### src/rtl/nn_pkg.sv
// Shared types and sizing helpers for the layer sequencer and its output buffer.
package nn_pkg;

  typedef enum logic [1:0] {
    FEED  = 2'd0,
    WAIT  = 2'd1,
    DRAIN = 2'd2
  } state_e;

  // Width that holds every count 0..n inclusive.
  function automatic int cnt_width(input int n);
    return (n < 1) ? 1 : $clog2(n + 1);
  endfunction

endpackage

### src/rtl/layer_out_buffer.sv
// Per-neuron output capture registers with a done mask and an indexed read port.
// Capture takes effect next cycle; all_done also counts bits captured this cycle.
module layer_out_buffer
  import nn_pkg::*;
#(
  parameter int NUM_NEURONS = 30,
  parameter int DATA_WIDTH  = 16,
  parameter int IDX_W       = cnt_width(NUM_NEURONS)
) (
  input  logic                              clk,
  input  logic                              rst,
  input  logic [NUM_NEURONS-1:0]            cap_en,
  input  logic [NUM_NEURONS*DATA_WIDTH-1:0] cap_data,
  input  logic                              clr,
  input  logic [IDX_W-1:0]                  rd_idx,
  output logic [DATA_WIDTH-1:0]             rd_data,
  output logic                              all_done
);

  logic [DATA_WIDTH-1:0]  buf_q [NUM_NEURONS];
  logic [NUM_NEURONS-1:0] done_q;
  logic [NUM_NEURONS-1:0] done_d;

  assign done_d   = clr ? '0 : (done_q | cap_en);
  assign all_done = &(done_q | cap_en);

  always_ff @(posedge clk) begin
    if (!rst) begin
      done_q <= '0;
      for (int k = 0; k < NUM_NEURONS; k++) buf_q[k] <= '0;
    end else begin
      done_q <= done_d;
      for (int k = 0; k < NUM_NEURONS; k++) begin
        if (cap_en[k]) buf_q[k] <= cap_data[k*DATA_WIDTH +: DATA_WIDTH];
      end
    end
  end

  always_comb begin
    rd_data = '0;
    for (int k = 0; k < NUM_NEURONS; k++) begin
      if (rd_idx == IDX_W'(k)) rd_data = buf_q[k];
    end
  end

endmodule

### src/rtl/layer_sequencer.sv
// Feeds one input vector to a neuron layer, gathers every neuron's result, then streams them out.
// Broadcast latency 1 cycle; input stalls outside FEED, output holds while m_ready is low.
module layer_sequencer
  import nn_pkg::*;
#(
  parameter int NUM_INPUTS  = 784,
  parameter int NUM_NEURONS = 30,
  parameter int DATA_WIDTH  = 16
) (
  input  logic                              clk,
  input  logic                              rst,
  input  logic [DATA_WIDTH-1:0]             s_data,
  input  logic                              s_valid,
  input  logic                              s_last,
  output logic                              s_ready,
  output logic [DATA_WIDTH-1:0]             nrn_in_data,
  output logic                              nrn_in_valid,
  input  logic [NUM_NEURONS*DATA_WIDTH-1:0] nrn_out_data,
  input  logic [NUM_NEURONS-1:0]            nrn_out_valid,
  output logic [DATA_WIDTH-1:0]             m_data,
  output logic                              m_valid,
  output logic                              m_last,
  input  logic                              m_ready,
  output logic                              layer_done,
  output logic                              err_framing,
  output logic                              err_spurious
);

  localparam int INW = cnt_width(NUM_INPUTS);
  localparam int OW  = cnt_width(NUM_NEURONS);

  state_e                  state_q, state_d;
  logic [INW-1:0]          in_cnt_q, in_cnt_d;
  logic [OW-1:0]           out_cnt_q, out_cnt_d;
  logic                    s_ready_q, s_ready_d;
  logic                    nrn_in_valid_q, nrn_in_valid_d;
  logic [DATA_WIDTH-1:0]   nrn_in_data_q, nrn_in_data_d;
  logic                    err_framing_q, err_framing_d;
  logic                    err_spurious_q, err_spurious_d;

  logic                    accept, in_last, out_last, drain_hs, all_done;
  logic [NUM_NEURONS-1:0]  cap_en;
  logic [DATA_WIDTH-1:0]   buf_rd;

  assign accept   = s_valid & s_ready_q;
  assign in_last  = (in_cnt_q == INW'(NUM_INPUTS - 1));
  assign out_last = (out_cnt_q == OW'(NUM_NEURONS - 1));
  assign drain_hs = (state_q == DRAIN) & m_ready;
  assign cap_en   = (state_q == WAIT) ? nrn_out_valid : '0;

  layer_out_buffer #(
    .NUM_NEURONS(NUM_NEURONS),
    .DATA_WIDTH (DATA_WIDTH),
    .IDX_W      (OW)
  ) u_buf (
    .clk     (clk),
    .rst     (rst),
    .cap_en  (cap_en),
    .cap_data(nrn_out_data),
    .clr     (drain_hs & out_last),
    .rd_idx  (out_cnt_q),
    .rd_data (buf_rd),
    .all_done(all_done)
  );

  always_ff @(posedge clk) begin
    if (!rst) begin
      state_q        <= FEED;
      in_cnt_q       <= '0;
      out_cnt_q      <= '0;
      s_ready_q      <= 1'b0;
      nrn_in_valid_q <= 1'b0;
      nrn_in_data_q  <= '0;
      err_framing_q  <= 1'b0;
      err_spurious_q <= 1'b0;
    end else begin
      state_q        <= state_d;
      in_cnt_q       <= in_cnt_d;
      out_cnt_q      <= out_cnt_d;
      s_ready_q      <= s_ready_d;
      nrn_in_valid_q <= nrn_in_valid_d;
      nrn_in_data_q  <= nrn_in_data_d;
      err_framing_q  <= err_framing_d;
      err_spurious_q <= err_spurious_d;
    end
  end

  always_comb begin
    state_d        = state_q;
    in_cnt_d       = in_cnt_q;
    out_cnt_d      = out_cnt_q;
    nrn_in_valid_d = 1'b0;
    nrn_in_data_d  = nrn_in_data_q;
    err_framing_d  = err_framing_q;
    err_spurious_d = err_spurious_q | ((state_q != WAIT) & (|nrn_out_valid));

    case (state_q)
      FEED: begin
        if (accept) begin
          nrn_in_valid_d = 1'b1;
          nrn_in_data_d  = s_data;
          // The beat count, not s_last, decides where the vector ends.
          if (s_last != in_last) err_framing_d = 1'b1;
          if (in_last) begin
            in_cnt_d = '0;
            state_d  = WAIT;
          end else begin
            in_cnt_d = in_cnt_q + INW'(1);
          end
        end
      end
      WAIT: begin
        if (all_done) state_d = DRAIN;
      end
      DRAIN: begin
        if (m_ready) begin
          if (out_last) begin
            out_cnt_d = '0;
            state_d   = FEED;
          end else begin
            out_cnt_d = out_cnt_q + OW'(1);
          end
        end
      end
      default: state_d = FEED;
    endcase

    s_ready_d = (state_d == FEED);
  end

  assign s_ready      = s_ready_q;
  assign nrn_in_valid = nrn_in_valid_q;
  assign nrn_in_data  = nrn_in_data_q;
  assign m_valid      = (state_q == DRAIN);
  assign m_data       = m_valid ? buf_rd : '0;
  assign m_last       = m_valid & out_last;
  assign layer_done   = drain_hs & out_last;
  assign err_framing  = err_framing_q;
  assign err_spurious = err_spurious_q;

endmodule

### config.mk
export PLATFORM = sky130hd
export DESIGN_NAME = layer_sequencer
export DESIGN_NICKNAME = d
export VERILOG_FILES = /design/src/rtl/nn_pkg.sv /design/src/rtl/layer_out_buffer.sv /design/src/rtl/layer_sequencer.sv
export SDC_FILE = /design/constraint.sdc
export NUM_CORES = 1
export LEC_CHECK = 0
export ABC_AREA = 1
export BUFFER_PORTS_ARGS = -buffer_cell sky130_fd_sc_hd__buf_2
export CAP_MARGIN = 10
export CORE_AREA = 5 5 239 241
export CTS_CLUSTER_DIAMETER = 30
export DETAILED_ROUTE_END_ITERATION = 10
export DIE_AREA = 0 0 244 246
export PLACE_DENSITY = 0.75
export SYNTH_ARGS = -nofsm -noshare
export SYNTH_HDL_FRONTEND = slang
export SYNTH_SLANG_ARGS = --single-unit
export TNS_END_PERCENT = 30
### constraint.sdc
create_clock -name clk -period 5.05 [get_ports clk]
set_input_delay 1.01 -clock clk [delete_from_list [all_inputs] [get_ports clk]]
set_output_delay 1.01 -clock clk [all_outputs]
set_load 0.005 [all_outputs]
Word-level counts from Yosys, hierarchy flattened
Memories as Yosys holds them, arrays and structs flattened.
Cells that the tools add are included.
{ "word_totals": {"regBits": 67, "ram_bits": 480, "inputBits": 531, "out_inout_bits": 39, "word_cells": 256, "memories": 1} }
{ "memory_table": {"columns": ["name", "words", "width", "rd", "rd_clocked_by_memory_dff", "wr", "line_no", "source"], "rows": [
  ["u_buf.buf_q", 30, 16, 30, 0, 30, "layer_out_buffer.sv:20", "logic [DATA_WIDTH-1:0] buf_q [NUM_NEURONS];"]
]} }
{ "op_classes": {"addsub": 2, "n_eq_ne": 34, "muxes": 162, "bitwise_logic": 38, "n_reduce_logical": 10} }
{ "op_table": {"columns": ["op", "count"], "rows": [
  ["16-bit two-way mux", 61],
  ["1-bit two-way mux", 92],
  ["5-bit == test, second input constant", 14],
  ["5-bit by 4-bit == test with 1-bit output, second input constant", 8],
  ["1-bit OR", 31],
  ["30-bit two-way mux", 1],
  ["30-bit OR", 1],
  ["30-bit AND reduction", 1],
  ["30-bit OR reduction", 1],
  ["5-bit by 3-bit == test with 1-bit output, second input constant", 4],
  ["10-bit by 1-bit adder with 10-bit output, second input constant", 1],
  ["10-bit == test, second input constant", 1],
  ["5-bit by 2-bit == test with 1-bit output, second input constant", 2],
  ["10-bit two-way mux", 1],
  ["2-bit two-way mux", 5],
  ["2-bit one-hot mux with 3 select lines", 1],
  ["2-bit AND reduction", 3],
  ["5-bit by 1-bit adder with 5-bit output, second input constant", 1],
  ["1-bit AND", 5],
  ["5-bit by 1-bit == test with 1-bit output, second input constant", 1],
  ["5-bit logical NOT", 1],
  ["5-bit two-way mux", 1],
  ["2-bit logical NOT", 2],
  ["3-bit AND reduction", 1],
  ["other kinds (6)", 6]
]} }

Longest topological paths before layout
{ "logic_depth": {"word_depth": 32, "depth_mapped": 35, "depth_no_buf": 34} }

By module
From an unflattened synthesis, not the netlist that was laid out.
{ "hier_totals": {"cells_unflattened": 2974, "hier_area_um2": 25635.8} }
{ "by_module_without_submodules": {"columns": ["module", "n_inst", "cells_each", "area_per_inst_um2", "seq_area_each_um2"], "rows": [
  ["layer_out_buffer", 1, 2645, 23548.8, 15014.4],
  ["layer_sequencer", 1, 329, 2087.0, 740.7]
]} }

Worst setup path before layout
OpenSTA, ideal clock, no wires.
{ "synth_path": {"kind": "register to output", "start": "register out_cnt_q[0]", "end": "output m_data[0]", "arrival_ns": 2.706, "required_ns": 4.040, "slack_ns": 1.334, "stages_incl_launch_ff": 34, "path_buffers": 1, "path_cell_list": "dfxtp_1 inv_1 ha_1 nand2_2 nor2_8 clkinv_4 buf_8 nand3_1 o211ai_1 nand2_1 nand2_1 nand2_1 nand2_1 nand3_1 nand2_1 nand3_2 nand3_2 nand3_1 nand2_1 nand3_1 nand3_1 a21oi_1 nor2_1 o21bai_1 nand2_1 nand2_1 nand2_1 nand3_1 nand3_1 nand3_1 nand3_1 nand2_1 nand2_1 a21oi_2"} }
{ "synth_between": {"elab_chain_cells": 32, "word_cells_on_any_way": 61, "cone_classes": "eq/ne: 29; mux: 31; reduce/logical: 1"} }
{ "synth_lines": {"columns": ["item", "line_no", "source"], "rows": [
  ["start, declared", "layer_sequencer.sv:34", "logic [OW-1:0] out_cnt_q, out_cnt_d;"],
  ["start signal, assigned", "layer_sequencer.sv:79", "out_cnt_q <= out_cnt_d;"],
  ["5-bit logical NOT", "layer_out_buffer.sv:42", "if (rd_idx == IDX_W'(k)) rd_data = buf_q[k];"],
  ["16-bit two-way mux (29 in a row)", "layer_out_buffer.sv:42", null],
  ["16-bit two-way mux (*)", "layer_out_buffer.sv:42", null],
  ["16-bit two-way mux (*)", "layer_sequencer.sv:135", "assign m_data = m_valid ? buf_rd : '0;"],
  ["end, declared", "layer_sequencer.sv:20", "output logic [DATA_WIDTH-1:0] m_data,"]
]} }
Every way passes the cells marked *; elsewhere a longest branch is shown, timed or not.

Worst setup path after layout
{ "layout_path": {"start": "register out_cnt_q[1]", "end": "output m_data[0]"} }
The elaborated chain is that of the path after synthesis.

==> impl_metrics.yaml <==
grt:
  grt_pass1_wl_mm: 127
  grt_max_degree: 136
  antenna_found_initial: 7
  grt.total_usage_pct: 27.3
  grt_pass1_vias: 22998
  overflow: 0
clock_tree:
  cts_tree: "done"
  worstSkewPairLatency_ns: 0.66
  cts_made_buffers: 109
  clkSlewWorstSetupHoldPaths_ns: 0.04
  clockBufferDepth: 3
  cts_root_buffer: "clkbuf_16"
  clock-sinks: 547
  cts_max_level: 3
  cts-hold-fix-buffers: 0
timing:
  hold_slack_ns: 0.451
  final.setup_skew_ns: 0.0147
  finalCritPeriodShare_pct: 109
  setup_viol: 16
  rsz0062_at_grt: "yes"
  fmax_mhz: 181
  worst_pin_slew_ns: 0.971
  fin_crit_ns: 5.52
  hold_viol: 0
  drv_slew: 0
  relSlewSlack_pct: 35.2
  setup_ws_ns: -0.467
detailed_routing:
  first_pass_iters: 6
  drc: 0
  first_iter_violations: 2302
  vias: 23518
  ant_nets: 0
  route.detailed.wl_per_inst_um: 18.7
  via_per_inst: 5.11
  routed_wl_mm: 86.2
setup_path:
  cp_slowest_cell: "dfxtp_4"
  crit_top_cell: "nand3_2"
  critPathArrivalTime_ns: 4.51
  crit_fanout: 6
  end_kind: "primary output"
  timing.rr.end: "out_cnt_q[2]"
  max_stage_delay_ns: 0.37
  start_kind: "flop"
  r2r_cells: 7
  endpoint: "m_data[0]"
  crit_type: "flop to primary output"
  critical_path.startpoint: "out_cnt_q[1]"
  r2r_setup_slack_ns: 2.27
  cp.required_ns: 4.04
  r2r-start: "state_q[1]"
die:
  row_count: 86
  die-area_um2: 60000
  start_util_pct: 49.5
  die_y_um: 246
  boundaryPins: 570
  core_um2: 54700
  die_x_um: 244
logic_synthesis:
  ys_seq_elements: 547
  synth-main-ff-cell: "edfxtp_1"
  syn_inst: 3176
  seq_area_frac_synth_pct: 58.2
  synthArstFlopShare_pct: 0
  syn_area_per_cell_um2: 8.52
  synth_common_cells: "712 x nand2_1, 696 x inv_1, 480 x edfxtp_1, 430 x nor2_1, 215 x nand3_1"
  synth_top_area_share_pct: 53.3
  yosys.cell_types.count: 49
  synth_area_leaders: "edfxtp_1 53%, nand2_1 9.9%, inv_1 9.7%, nor2_1 6.0%, dfxtp_1 5.0%"
  yosysMostFrequentCell: "nand2_1"
  syn_nets: 3713
  synth_edf_count: 480
  yosys_warnings: 0
  syn-cell-area_um2: 27100
  synth_top_area_cell: "edfxtp_1"
placed_design:
  dpl.hpwl_mm: 63.4
  gp_congestion: 0.973
  port_buffers: 569
power:
  p_sw_share_pct: 22.6
  pwr-share-comb_pct: 5.2
  p_switching_w: 0.00301
  p_leak_nw: 17.6
  p_int_w: 0.0103
  power_density_nw_per_um2: 377
  ir_worst_vdd_uv: 272
  clkPwrFrac_pct: 55.4
  seq_power_share_pct: 39.4
layout:
  nets: 4334
  final_util_pct: 64.5
  num-fill-cells: 4306
  area_growth_pct: 30.3
  drive_gt1_share_pct: 28.0
min_path:
  hp-start: "u_buf.done_q[14]"
  hp-class: "flop to flop"
job:
  cap_violations: 0
outcome:
  violations: "setup timing"
  status: "complete, but fails checks"
-- worst min path at each step --
stage                       end  cells past startpoint  slack [ns]
5_1_grt        u_buf.done_q[10]                      2        0.47
2_1_floorplan  u_buf.done_q[12]                      2        0.43
4_1_cts        u_buf.done_q[16]                      2        0.45
3_5_place_dp   u_buf.done_q[16]                      2        0.45
3_3_place_gp   u_buf.done_q[17]                      2        0.44
6_report       u_buf.done_q[14]                      2        0.45
-- kinds of logic (layout without fill, tap and decap cells) --
logic type / Yosys count / after routing / share of synthesized area [%]
flops: 547 / 547 / 58.2
simple gates: 1540 / 1541 / 24.5
buf+inv: 845 / 1558 / 12.2
other cells: 0 / 6 / 0
xor+xnor: 3 / 3 / 0.0971
compound gates: 235 / 235 / 4.67
fa+ha+maj: 6 / 6 / 0.277
-- metrics by stage --
stage | instances | instance area, um^2 | TNS, ns | total power, W | setup WS, ns
final | 4600 | 35300 | -6.72 | 0.0133 | -0.467
after global placement | 4371 | 30700 | 0 | 0.00596 | 0.0125
after detailed placement | 4371 | 30700 | -0.144 | 0.00598 | -0.0923
after global routing | 4598 | 35300 | -11.14 | 0.0136 | -0.747
after floorplan | 3176 | 27100 | 0 | 0.00556 | 1.33
after CTS | 4591 | 34800 | -6.31 | 0.0133 | -0.427
-- critical path, delay by kind of cell, from the launching register on --
family | cells | cell delay (ns)
AO/OA/AOI/OAI | 4 | 0.64
adder cells (fa/ha/maj) | 1 | 0.14
buffers and inverters | 4 | 0.49
flip-flops | 1 | 0.37
AND/OR/NAND/NOR | 26 | 2.20
-- state kept, by name (all words and copies together), names as in the netlist --
name and flops:
s_ready 1, err_spurious 1, u_buf.done_q 30, in_cnt_q 10, err_framing 1, u_buf.buf_q 480
out_cnt_q 5, nrn_in_valid 1, nrn_in_data 16, state_q 2
-- cell type report --
type                       instances  area, um^2  share of cell area, %
antenna                            6        15.0                 0.0426
clock buffer                     121        2820                   7.98
clock inverter                    83         961                   2.73
inverter                         713        2700                   7.65
multi-input combinational       1785        8650                   24.5
sequential                       547       15800                   44.7
tap                              704         881                   2.50
timing repair buffer             641        3470                   9.84
-- power by group through the flow --
stage | clock [W] | sequential, W | combinational (W)
floorplan | 0 | 0.00528 | 0.000277
global placement | 0 | 0.00531 | 0.000654
detailed placement | 0 | 0.00531 | 0.000661
CTS | 0.00739 | 0.00523 | 0.000675
global route | 0.00764 | 0.00525 | 0.000761
finish | 0.00736 | 0.00524 | 0.000692
-- metal layers --
metal / GRT usage (%) / vias up / part of all wire (%)
met5: 0 / - / 0.015
met4: 13.5 / 2 / 5.1
li1: - / 11174 / -
met2: 46.0 / 1223 / 49
met1: 33.4 / 10883 / 38
met3: 6.32 / 236 / 8.8
-- placed cells by master (no fill, tap or decap), types with 5 or more instances in the layout --
master,netlist,final
diode_2,0,6
inv_6,0,19
clkinv_4,1,8
buf_12,0,5
nand3_2,4,87
clkinv_2,0,16
nand2_1,712,680
buf_2,30,568
nor4_1,12,12
o21ai_1,16,23
buf_4,4,64
nor2_1,430,430
bufinv_16,0,16
nand3_1,215,132
a22o_1,6,6
edfxtp_1,480,480
o21ai_0,118,106
a21oi_2,5,14
a21oi_1,70,60
o211ai_1,9,9
clkbuf_1,87,10
or2_2,85,85
nor3_1,16,13
nand4_1,31,31
inv_2,10,8
or2_1,10,10
dfxtp_1,67,63
o21bai_1,5,5
clkinvlp_4,0,5
clkinv_1,4,20
inv_1,696,694
inv_4,2,5
nand2_2,3,34
clkbuf_16,0,111
-- what timing repair did --
item | 4_1_cts | 5_1_grt
endpoints found under the setup margin | 16 | 16
hold endpoints to repair | 0 | 0
resized for setup | 69 | 89
pin swaps | 38 | 96
gates cloned | 0 | 1
setup buffers | 16 | 2
Power figures use the tool's default switching activity.
